### config.mk
export PLATFORM = sky130hd
export DESIGN_NAME = lcd_bus_reader
export DESIGN_NICKNAME = d
export VERILOG_FILES = /design/src/rtl/lcd_pkg.sv /design/src/rtl/lcd_bus_reader.sv
export SDC_FILE = /design/constraint.sdc
export NUM_CORES = 1
export LEC_CHECK = 0
export CAP_MARGIN = 20
export CORE_MARGIN = 2
export CORE_UTILIZATION = 50
export CTS_CLUSTER_SIZE = 40
export DETAILED_ROUTE_END_ITERATION = 6
export PLACE_DENSITY = 0.79
export REMOVE_ABC_BUFFERS = 1
export SETUP_SLACK_MARGIN = 0.02
export SLEW_MARGIN = 25
export SYNTH_ARGS = -nofsm -noshare
export SYNTH_HDL_FRONTEND = slang
export SYNTH_SLANG_ARGS = --single-unit
### constraint.sdc
create_clock -name clk -period 2.4 [get_ports clk]
set_input_delay 0.6 -clock clk [delete_from_list [all_inputs] [get_ports clk]]
set_output_delay 0.6 -clock clk [all_outputs]
set_load 0.05 [all_outputs]
### src/rtl/lcd_pkg.sv
// Shared LCD bus package.
// Holds the read-engine state encoding plus the RS/RW pin encodings and the
// busy-flag bit position. The display/write path imports the same package so
// both sides of the LCD bus agree on pin meanings.
package lcd_pkg;

  // Read-engine phases, in the order a single bus read walks through them
  typedef enum logic [2:0] {
    IDLE,
    SETUP,
    E_HIGH,
    HOLD,
    RECOVER,
    DONE
  } lcd_state_t;

  // Register select: command/status register versus DDRAM/CGRAM data
  localparam logic LCD_RS_CMD   = 1'b0;
  localparam logic LCD_RS_DATA  = 1'b1;

  // Read/write pin encoding
  localparam logic LCD_RW_WRITE = 1'b0;
  localparam logic LCD_RW_READ  = 1'b1;

  // Busy flag position within a status (RS=0) read
  localparam int   BF_BIT       = 7;

endpackage : lcd_pkg

### src/rtl/lcd_bus_reader.sv
// lcd_bus_reader
// HD44780-style read engine. Issues one timed read cycle (RW=1) per request,
// either a busy-flag/address-counter read (RS=0) or a data read (RS=1), or in
// poll mode repeats status reads until the busy flag clears or POLL_MAX
// attempts have been made.
//
// Ports:
//   clk, rst      system clock, synchronous active-high reset
//   req           start request, only looked at in IDLE
//   req_rs        0 = busy/AC read, 1 = data read (ignored when poll=1)
//   poll          sampled with req; repeat status reads until BF=0
//   busy          high from the cycle after acceptance through the done cycle
//   done          one-cycle completion pulse
//   timeout       valid with done; poll ran out of attempts
//   rd_data       last byte captured from the bus
//   busy_flag     bit 7 of the last status read
//   addr_cnt      bits 6:0 of the last status read
//   bus_own       high SETUP..HOLD; pin mux hands the bus to this block
//   lcd_rs/rw/e   LCD control pins
//   lcd_data_in   LCD data pins, input path
module lcd_bus_reader
  import lcd_pkg::*;
#(
  parameter int T_AS     = 2,
  parameter int T_EPW    = 12,
  parameter int T_AH     = 2,
  parameter int T_REC    = 10,
  parameter int POLL_MAX = 1000
) (
  input  logic       clk,
  input  logic       rst,
  input  logic       req,
  input  logic       req_rs,
  input  logic       poll,
  output logic       busy,
  output logic       done,
  output logic       timeout,
  output logic [7:0] rd_data,
  output logic       busy_flag,
  output logic [6:0] addr_cnt,
  output logic       bus_own,
  output logic       lcd_rs,
  output logic       lcd_rw,
  output logic       lcd_e,
  input  logic [7:0] lcd_data_in
);

  localparam int T_MAX_A = (T_AS  > T_EPW) ? T_AS  : T_EPW;
  localparam int T_MAX_B = (T_AH  > T_REC) ? T_AH  : T_REC;
  localparam int T_MAX   = (T_MAX_A > T_MAX_B) ? T_MAX_A : T_MAX_B;
  localparam int TW      = $clog2(T_MAX + 1);
  localparam int AW      = $clog2(POLL_MAX + 1);

  lcd_state_t    state, state_next;
  logic [TW-1:0] timer;
  logic [TW-1:0] timer_load;
  logic [AW-1:0] attempts;
  logic          attempt_inc;
  logic          timeout_next;
  logic          rs_q;
  logic          poll_q;
  logic          timer_zero;
  logic          phase_own;

  assign timer_zero = (timer == '0);

  // Next-state decision. Each phase lasts until its down-counter reaches
  // zero; the end of RECOVER is where a poll decides between another read
  // and completion, using the busy flag captured in the read just finished.
  always_comb begin
    state_next   = state;
    attempt_inc  = 1'b0;
    timeout_next = timeout;
    unique case (state)
      IDLE: begin
        if (req) state_next = SETUP;
      end
      SETUP: begin
        if (timer_zero) state_next = E_HIGH;
      end
      E_HIGH: begin
        if (timer_zero) state_next = HOLD;
      end
      HOLD: begin
        if (timer_zero) state_next = RECOVER;
      end
      RECOVER: begin
        if (timer_zero) begin
          if (!poll_q || !busy_flag) begin
            state_next   = DONE;
            timeout_next = 1'b0;
          end else if (attempts == AW'(POLL_MAX)) begin
            state_next   = DONE;
            timeout_next = 1'b1;
          end else begin
            state_next  = SETUP;
            attempt_inc = 1'b1;
          end
        end
      end
      DONE: begin
        state_next = IDLE;
      end
      default: begin
        state_next = IDLE;
      end
    endcase
  end

  // Phase length for whichever phase is about to be entered. The counter is
  // loaded with length-1 so that it reads zero during the last cycle.
  always_comb begin
    timer_load = '0;
    unique case (state_next)
      SETUP:   timer_load = TW'(T_AS - 1);
      E_HIGH:  timer_load = TW'(T_EPW - 1);
      HOLD:    timer_load = TW'(T_AH - 1);
      RECOVER: timer_load = TW'(T_REC - 1);
      default: timer_load = '0;
    endcase
  end

  // State, phase counter, request latching and bus capture. The bus byte is
  // taken on the last E_HIGH edge, the same edge that drops E, so the LCD
  // has driven the pins for the full pulse width before sampling.
  always_ff @(posedge clk) begin
    if (rst) begin
      state     <= IDLE;
      timer     <= '0;
      attempts  <= '0;
      rs_q      <= LCD_RS_CMD;
      poll_q    <= 1'b0;
      timeout   <= 1'b0;
      rd_data   <= '0;
      busy_flag <= 1'b0;
      addr_cnt  <= '0;
    end else begin
      state <= state_next;

      if (state_next != state) begin
        timer <= timer_load;
      end else if (!timer_zero) begin
        timer <= timer - TW'(1);
      end

      if (state == IDLE && req) begin
        rs_q     <= poll ? LCD_RS_CMD : req_rs;
        poll_q   <= poll;
        attempts <= AW'(1);
      end else if (attempt_inc) begin
        attempts <= attempts + AW'(1);
      end

      if (state == E_HIGH && timer_zero) begin
        rd_data <= lcd_data_in;
        if (rs_q == LCD_RS_CMD) begin
          busy_flag <= lcd_data_in[BF_BIT];
          addr_cnt  <= lcd_data_in[6:0];
        end
      end

      if (state == RECOVER && state_next == DONE) begin
        timeout <= timeout_next;
      end
    end
  end

  // Pin and status outputs are pure decodes of the state register, so RS/RW
  // are already stable for the whole SETUP phase before E can rise and a
  // reset takes E low on the very edge that returns the engine to IDLE.
  assign phase_own = (state == SETUP) || (state == E_HIGH) || (state == HOLD);
  assign bus_own   = phase_own;
  assign lcd_rw    = phase_own ? LCD_RW_READ : LCD_RW_WRITE;
  assign lcd_rs    = phase_own ? rs_q : LCD_RS_CMD;
  assign lcd_e     = (state == E_HIGH);
  assign busy      = (state != IDLE);
  assign done      = (state == DONE);

endmodule : lcd_bus_reader
==> results of run 1 <==
routing by layer:
layer	track usage [%]	part of all wire, %
met3	8.33	4.8
met1	25.7	49
met4	5.28	1.1
met5	0	0
met2	33.4	45
kinds of logic after synthesis:
group           count (synthesis)  share of synthesized area [%]
compound gates                 50                           16.8
simple gates                   89                           27.9
fa+ha+maj                       3                           2.22
xor+xnor                        6                           3.10
mux                             3                           1.85
buf+inv                        23                           5.54
flops                          36                           42.5
cell type report:
cell class / instances / area [sq um] / area share [%]
Multi-Input combinational cell: 151 / 880 / 40.2
Timing Repair Buffer: 43 / 422 / 19.3
Tap cell: 46 / 57.6 / 2.63
Sequential cell: 36 / 721 / 33.0
Clock buffer: 6 / 41.3 / 1.89
Clock inverter: 2 / 35.0 / 1.60
Inverter: 8 / 30.0 / 1.37
path summary, 6_finish.rpt:
check | end | depth (start not counted) | start
worst min-delay path | rd_data[1] | 2 | rd_data[1]
worst min register to register | rd_data[1] | 2 | rd_data[1]
worst max register to register | attempts[2] | 6 | timer[0]
worst max-delay path | attempts[2] | 6 | timer[0]
where the power goes:
part	internal [uW]	leakage (uW)	switching [uW]
clock	218	0.0000422	202
combinational	272	0.000394	454
sequential	655	0.000292	68.2
worst max-delay path, cell delays in order, from the launching register on:
cell and delay, ps:
dfxtp_1 360, inv_1 80, ha_1 190, or3b_1 460, or3_1 470, or4_1 500, a21oi_1 150
per-stage QoR:
stage	instance area (sq um)	TNS, ps	hold WS (ps)	setup WS (ps)
CTS	2190	0	464	143
global route	2190	0	482	53.2
detailed placement	2110	0	449	76.8
finish	2190	0	462	127
floorplan	1630	-15470	458	-932
global placement	2110	0	442	115
layout by cell type, fill, tap and decap left out, types with 2 or more instances in the layout:
cell / instances
nor3_1: 2
dfxtp_1: 36
nor4b_1: 2
buf_4: 11
buf_12: 2
mux2i_1: 2
or3_1: 5
nand4b_1: 2
o21ai_0: 12
clkbuf_4: 5
ha_1: 3
nand2b_1: 3
inv_1: 8
a31oi_1: 3
o31ai_1: 2
nand2_1: 25
clkdlybuf4s50_1: 29
or4_1: 2
nor2_1: 15
nor3b_1: 4
a211oi_1: 6
xnor2_1: 5
a21oi_1: 24
nand4_1: 3
nor4_1: 6
nand3_1: 13
or3b_1: 2
sequential cells by signal, indices dropped and copies added, names as in the netlist:
register / flops
busy_flag: 1
addr_cnt: 7
poll_q: 1
attempts: 10
state: 3
timer: 4
rs_q: 1
timeout: 1
rd_data: 8
repair_timing:
item,CTS,global route
resized for setup,1,0
setup endpoints to repair,1,0
endpoints found under the hold margin,0,0
==> impl_results.md, run 1 <==
* Mapped Cells at 210
* First-pass DRT Iterations at 4
* GP Congestion at 0.832
* Aggregate global-route resource usage at 20.6%
* Area contributors post-synth: dfxtp_1 43%, a21oi_1 7.1%, nand2_1 5.5%, nand3_1 3.8%, o21ai_0 3.5%
* DRC violations left at 0
* Fillers at 279
* Initial Util at 51.6%
* Most common cell in the synthesized netlist: dfxtp_1
* Rows at 21
* Hold WC Path Type: flop to flop
* Root Buffer: clkbuf_4
* Post-synth EDFFs at 0
* Fmax at 440 MHz
* WL final at 3720 microns
* Skew final at 10.2 ps
* DP Wirelength at 2670 microns
* Relative max-transition margin at 64.5%
* Power Total at 1870 uW
* Clock Tree Buf Depth at 2
* Die H at 62.2 microns
* Slew @ Worst Pin at 528 ps
* Fraction of layout instances using a drive strength above 1 at 9.76%
* Post-synthesis cell area at 1690 sq um
* Die area at 3870 sq um
* Final Critical Period at 2270 ps
* RSZ-0062 raised after global routing: no
* Core area at 3280 sq um
* CTS buffer count at 5
* Post-synth top area cell: dfxtp_1
* Critical Path RT at 2690 ps
* Slew Limit Fails at 0
* Vias in the first global route at 1458
* Outcome: finished, final reports clean
* TritonCTS Sinks at 36
* Detailed router's first-iteration violation count at 101
* CTS hold repair buffers at 0
* DP Cell Count at 284
* Port-buffer cells at 35
* # H-tree levels at 2
* CTS tree: yes
* Post-synth cell types at 38
* Layout Utilization at 66.6%
* Vias per inst at 5.37
* R2R Setup Slk at 130 ps
* Grt ovf at 0
* MaxCap Viol Count at 0
* Area Overhead vs Synth at 29.0%
* Later-pin clock latency in the skew report at 350 ps
* Postcts setup bufs at 0
* Final hold vios at 0
* LEAKAGE at 0.000729 uW
* Crit. End Element: flop
* N_diodes at 0
* VDD IR max at 490 uV
* Top-area cell type share of the netlist area at 42.5%
* Type of element launching the critical path: flop
* Top_reg_cell synth: dfxtp_1
* Mean routed wirelength per cell at 12.7 microns
* Critical path peak fanout at 6
* Post-route ant nets at 0
* Synth cell count leaders: 36 x dfxtp_1, 25 x nand2_1, 24 x a21oi_1
* Largest net degree at the start of global routing at 29
* Final setup fails at 0
* Initial antenna violation count at 0
* Synth Warn # at 0
* First-pass GRT wire length at 6390 microns
* Fin cells at 292
* Worst-path clk slew at 110 ps
* Nets at 261
* Ys async rst share at 0%
* Final period util at 94.7%
* Avg Inst Size Synth at 8.07 sq um
* Sequential area share after synthesis at 42.5%
* Setup CP Type: flop to flop
* Chip width at 62.2 microns
* Ports at 36
* Vias after detailed routing at 1568
* #FFs+latches synth at 36
* Critical path arrival at 2560 ps
* Pwr per Cell Area at 855 nW/um^2
Note: power is estimated with default switching activity, not from simulation.
==> inputs of run 2 (changes only) <==
Settings changed: CORE_UTILIZATION 50 to 60, DONT_BUFFER_PORTS set to 1, PLACE_DENSITY 0.79 to 0.76.
==> run 2 against run 1 <==
Routed wire length is 4.4% higher. Clock skew down 1.7 ps. Core utilization is 2.3 points higher. Largest cell class unchanged. Count of clock-buffer cells in the layout down 1.
==> impl_results.md, run 2 (same netlist as run 1, synthesis figures left out) <==
* Nets at 232 (-11%)
* Critical Path RT at 2680 ps (about the same)
* CP cell instances: inv_1 > ha_1 > or3b_1 > or3_1 > or4_1 > a21oi_1
* Largest register FFs at 10 (unchanged)
* Commonest cells after routing, fill and taps aside: 36 x dfxtp_1, 25 x nand2_1, 24 x a21oi_1
* Die H at 57.1 microns (-8.2%)
* Post-place setup slack at 235 ps (+159 ps)
* Worst-path clk slew at 110 ps (about the same)
* TritonCTS Sinks at 36 (unchanged)
* Critical path arrival at 2500 ps (-60 ps)
* Fraction of layout instances using a drive strength above 1 at 13.4% (+3.6 points)
* Slew Limit Fails at 0 (unchanged)
* DP Wirelength at 2760 microns (+3.7%)
* N_diodes at 0 (unchanged)
* Aggregate global-route resource usage at 25.2% (+4.6 points)
* Final setup fails at 0 (unchanged)
* Final period util at 92.4% (-2.3 points)
* Core area at 2710 sq um (-17%)
* Port-buffer cells at 0 (-100%)
* WL final at 3880 microns (+4.4%)
* Pwr per Cell Area at 967 nW/um^2 (+13%)
* Detailed router's first-iteration violation count at 59 (-42%)
* Final Critical Period at 2220 ps (-55.7 ps)
* Later-pin clock latency in the skew report at 340 ps (about the same)
* Outcome: finished, final reports clean
* Die area at 3260 sq um (-16%)
* Post-CTS Resized at 0 (-1)
* Relative max-transition margin at 64.9% (+0.41 points)
* Post-route ant nets at 0 (unchanged)
* Critical path peak fanout at 5 (-1)
* Mean routed wirelength per cell at 15.7 microns (+23%)
* Initial antenna violation count at 0 (unchanged)
* Max stage delay on crit path at 490 ps (about the same)
* DRC violations left at 0 (unchanged)
* Root Buffer: clkbuf_4
* Top reg by flops: attempts
* Vias per inst at 6.31 (+18%)
* Setup ws final at 183 ps (+55.7 ps)
* Clock Tree Buf Depth at 2 (unchanged)
* Setup TNS at 0 ps (unchanged)
* Skew final at 8.53 ps (-1.66 ps)
* RSZ-0062 raised after global routing: no
* First-pass DRT Iterations at 5 (+1)
* Setup CP Type: flop to flop
* # H-tree levels at 2 (unchanged)
* Hold WC Path Type: input port to flop
* Regs by FF count: attempts (10), rd_data (8), addr_cnt (7)
* Initial Util at 62.5% (+11 points)
* CTS tree: yes
* Vias in the first global route at 1572 (+7.8%)
* Grt ovf at 0 (unchanged)
* Type of element launching the critical path: flop
* GP Congestion at 0.875 (+5.2%)
* Crit. End Element: flop
* First-pass GRT wire length at 6510 microns (+1.9%)
* Fmax at 451 MHz (+2.5%)
* Chip width at 57.1 microns (-8.2%)
* Vias after detailed routing at 1566 (-0.13%)
* Rows at 19 (-9.5%)
* Slew @ Worst Pin at 526 ps (-1.94 ps)
* MaxCap Viol Count at 0 (unchanged)
* Fillers at 239 (-14%)
* Area Overhead vs Synth at 10.2%
* CTS buffer count at 5 (unchanged)
* Ports at 36 (unchanged)
* LEAKAGE at 0.000621 uW (-15%)
* Final hold vios at 0 (unchanged)
* Postcts setup bufs at 0 (unchanged)
* VDD IR max at 750 uV (+53%)
* CP max-delay cell: or4_1
* Largest net degree at the start of global routing at 30 (+3.4%)
* Most common cell after layout, fill and taps aside: dfxtp_1
* CTS hold repair buffers at 0 (unchanged)
-- run 2: worst paths after layout --
check	startpoint	end	slack (ps)	cells past startpoint
worst max-delay path	timer[0]	attempts[2]	180	6
worst min-delay path	rst	state[2]	310	1
worst max register to register	timer[0]	attempts[2]	180	6
worst min register to register	attempts[9]	attempts[9]	530	2
-- run 2: layout make-up --
class                           count  area [sq um]  share of cell area, %
Clock buffer                        5          37.5                   2.01
Clock inverter                      3          42.5                   2.28
Inverter                            8          30.0                   1.61
Multi-Input combinational cell    151           892                   47.8
Sequential cell                    36           721                   38.6
Tap cell                           31          38.8                   2.08
Timing Repair Buffer               14           105                   5.63
-- run 2: worst max-delay path: cells and delay by family, from the launching register on --
family / cells / cell delay, ps
adder cells (fa/ha/maj): 1 / 190
flip-flops: 1 / 350
AND/OR/NAND/NOR: 3 / 1390
AO/OA/AOI/OAI: 1 / 150
buffers and inverters: 1 / 80
-- run 2: per-layer routing --
| layer | vias to the layer above | global-route usage (%) | wire, microns |
|---|---|---|---|
| li1 | 757 | - | - |
| met1 | 747 | 28.5 | 1640 |
| met2 | 53 | 43.7 | 1960 |
| met3 | 9 | 7.48 | 216 |
| met4 | 0 | 11.3 | 65 |
| met5 | - | 0 | 0 |
-- run 2: per-stage QoR --
stage / utilization (%) / hold WS (ps) / power [uW] / cell area, sq um / std cells
floorplan: - / 458 / 1200 / 1630 / 195
global placement: 65.9 / 484 / 1370 / 1790 / 240
detailed placement: 65.9 / 504 / 1390 / 1790 / 240
CTS: 68.9 / 299 / 1810 / 1870 / 248
global route: 68.9 / 288 / 1910 / 1870 / 248
finish: 68.9 / 313 / 1810 / 1870 / 248
-- run 2: where the power goes --
part           total (uW)  internal, uW  switching, uW
combinational         618           211            407
sequential            760           655            105
clock                 428           217            211
==> RTL change: new RTL, settings of run 2 <==
The 6 states of `lcd_state_t` get a one-hot encoding in 6 bits.
--- a/src/rtl/lcd_pkg.sv
+++ b/src/rtl/lcd_pkg.sv
@@ -6,11 +6,11 @@
 
   // Read-engine phases, in the order a single bus read walks through them
-  typedef enum logic [2:0] {
-    IDLE,
-    SETUP,
-    E_HIGH,
-    HOLD,
-    RECOVER,
-    DONE
+  typedef enum logic [5:0] {
+    IDLE    = 6'b000001,
+    SETUP   = 6'b000010,
+    E_HIGH  = 6'b000100,
+    HOLD    = 6'b001000,
+    RECOVER = 6'b010000,
+    DONE    = 6'b100000
   } lcd_state_t;
 
Behaviour: no difference found for any inputs over 10 cycles, from zero or initial values and one cycle with rst high; not proved beyond that.
==> RTL change against run 2 <==
Sequential cell count rose by 3. Hold slack improved by 7.4 ps. First-iteration DRC count rose by 25%. Cell area rose by 15%. Setup slack got worse by 70 ps. Wire length rose by 11%. Critical path depth fell by 3. Area after synthesis rose by 15%. Critical path type is now register to output pin. Largest cell class unchanged.
Power is not compared: it rests on default switching activity, and its combinational part moved more than twofold at a synthesized area within 25%.
==> RTL change: results (changes against run 2) <==
The inverter count of the layout excluding clock inverters is 9 (+1). For the detailed-route wire length on metal 1, the log shows 1744 um (+6.7%). The worst-case setup slack after placement is 275.1 ps (+39.76 ps).

The signal arrival time at the worst endpoint is 1690 ps (-810 ps), and the fraction of the mapped netlist area in compound gates is 14.27% (-2.6 points). The adder-cell share of the synthesized area works out to 1.928% (-0.29 points). The sum of net half-perimeters after detailed placement is 3158 um (+14%). The distinct cell type count after synthesis was 51 (+34%); the pin count of the biggest net entering global routing was 32 (+6.7%). In this run the worst setup path begins at state[0]. The slew at the pin closest to its max-slew limit is 619.5 ps (+93.60 ps), and the number of cells on the worst reg-to-reg path is 5 (-1). The met3 wirelength from detailed routing is 183 um (-15%).

The count of filler cells inserted in the layout is 252 (+5.4%), and the average detailed-routed wire length per instance is 15.45 um (-1.3%). The largest clock skew in the final design is 12.92 ps (+4.388 ps), and the final net count is 249 (+7.3%). The worst hold slack is 320.1 ps (+7.436 ps).

The total routing resource utilization after global routing was 26.33% (+1.1 points); the share of cell area taken by muxes after synthesis was 5.206% (+3.4 points). The layout buffering overhead excluding clock cells works out to 5.306% (-0.32 points). The run finished with clean final reports. The post-synthesis xor/xnor area fraction came out at 4.949% (+1.8 points).

The iteration-0 DRC count of the detailed router is 74 (+25%), and the proportion of layout cells with a drive suffix above 1 is 17.95% (+4.6 points). The area of the multi-input gates came out at 0.001086 mm^2 (+22%). After synthesis, the most frequently instantiated cells are sky130_fd_sc_hd__dfxtp_1, sky130_fd_sc_hd__nor2_1, sky130_fd_sc_hd__a21oi_1, sky130_fd_sc_hd__nand2_1, sky130_fd_sc_hd__clkbuf_1. For hold timing, the worst endpoint is addr_cnt[4]. The tools report the detailed-routed wire length on met2 as 2292 um (+17%). The critical path ends at done. By area the synthesized netlist is led by sky130_fd_sc_hd__dfxtp_1, sky130_fd_sc_hd__nor2_1, sky130_fd_sc_hd__mux2i_1. The relative area of clock buffers and inverters in the final design was 3.207% (-1.1 points). The maximum cell stage delay along the critical path is 570 ps (+80 ps), and the total of clock buffers placed in the layout is 8 (+3).

The tools report the count of multi-input combinational gates as 165 (+9.3%). The largest fanout on the critical path is 7 (+2). The slowest stage of the critical path belongs to the cell sky130_fd_sc_hd__or4_4. The detailed-routing iteration count for the pre-antenna-repair pass was 4 (-1); the async set or reset register ratio after synthesis was 0% (unchanged). The fraction of standard cell area that is sequential is 36.56% (-2.0 points).

The sequential fraction of the synthesis area was 40.10% (-2.4 points).
## RTL change: cell count changes in the layout (fill, tap and decap cells not counted), sizes merged, moves of 5 or more
cell / change
nand2: -9
mux2i: +7
nor2: +18
nor3: +7
xor2: +6
a21oi: -8
nand3: -5
a211oi: -5
## RTL change: stage by stage
stage          cell area [um^2]  std cells  util [%]
4_1_cts                    2118        278     68.82
5_1_grt                    2146        278     69.72
6_report                   2146        278     69.72
2_1_floorplan              1877        213         -
3_5_place_dp               2047        270     66.50
3_3_place_gp               2047        270     66.50
## RTL change: logic make-up (layout without fill, tap and decap cells)
group / after synthesis / after routing
AND/OR/NAND/NOR: 100 / 100
AO/OA/AOI/OAI: 41 / 41
flip-flops: 39 / 39
buffers and inverters: 22 / 30
XOR/XNOR: 11 / 11
multiplexers: 10 / 10
adder cells (fa/ha/maj): 3 / 3
## RTL change: layer usage
layer	vias to the layer above	track usage, %
met5	-	0
met4	0	11.18
met1	774	30.05
met2	31	45.47
li1	806	-
met3	9	8.102
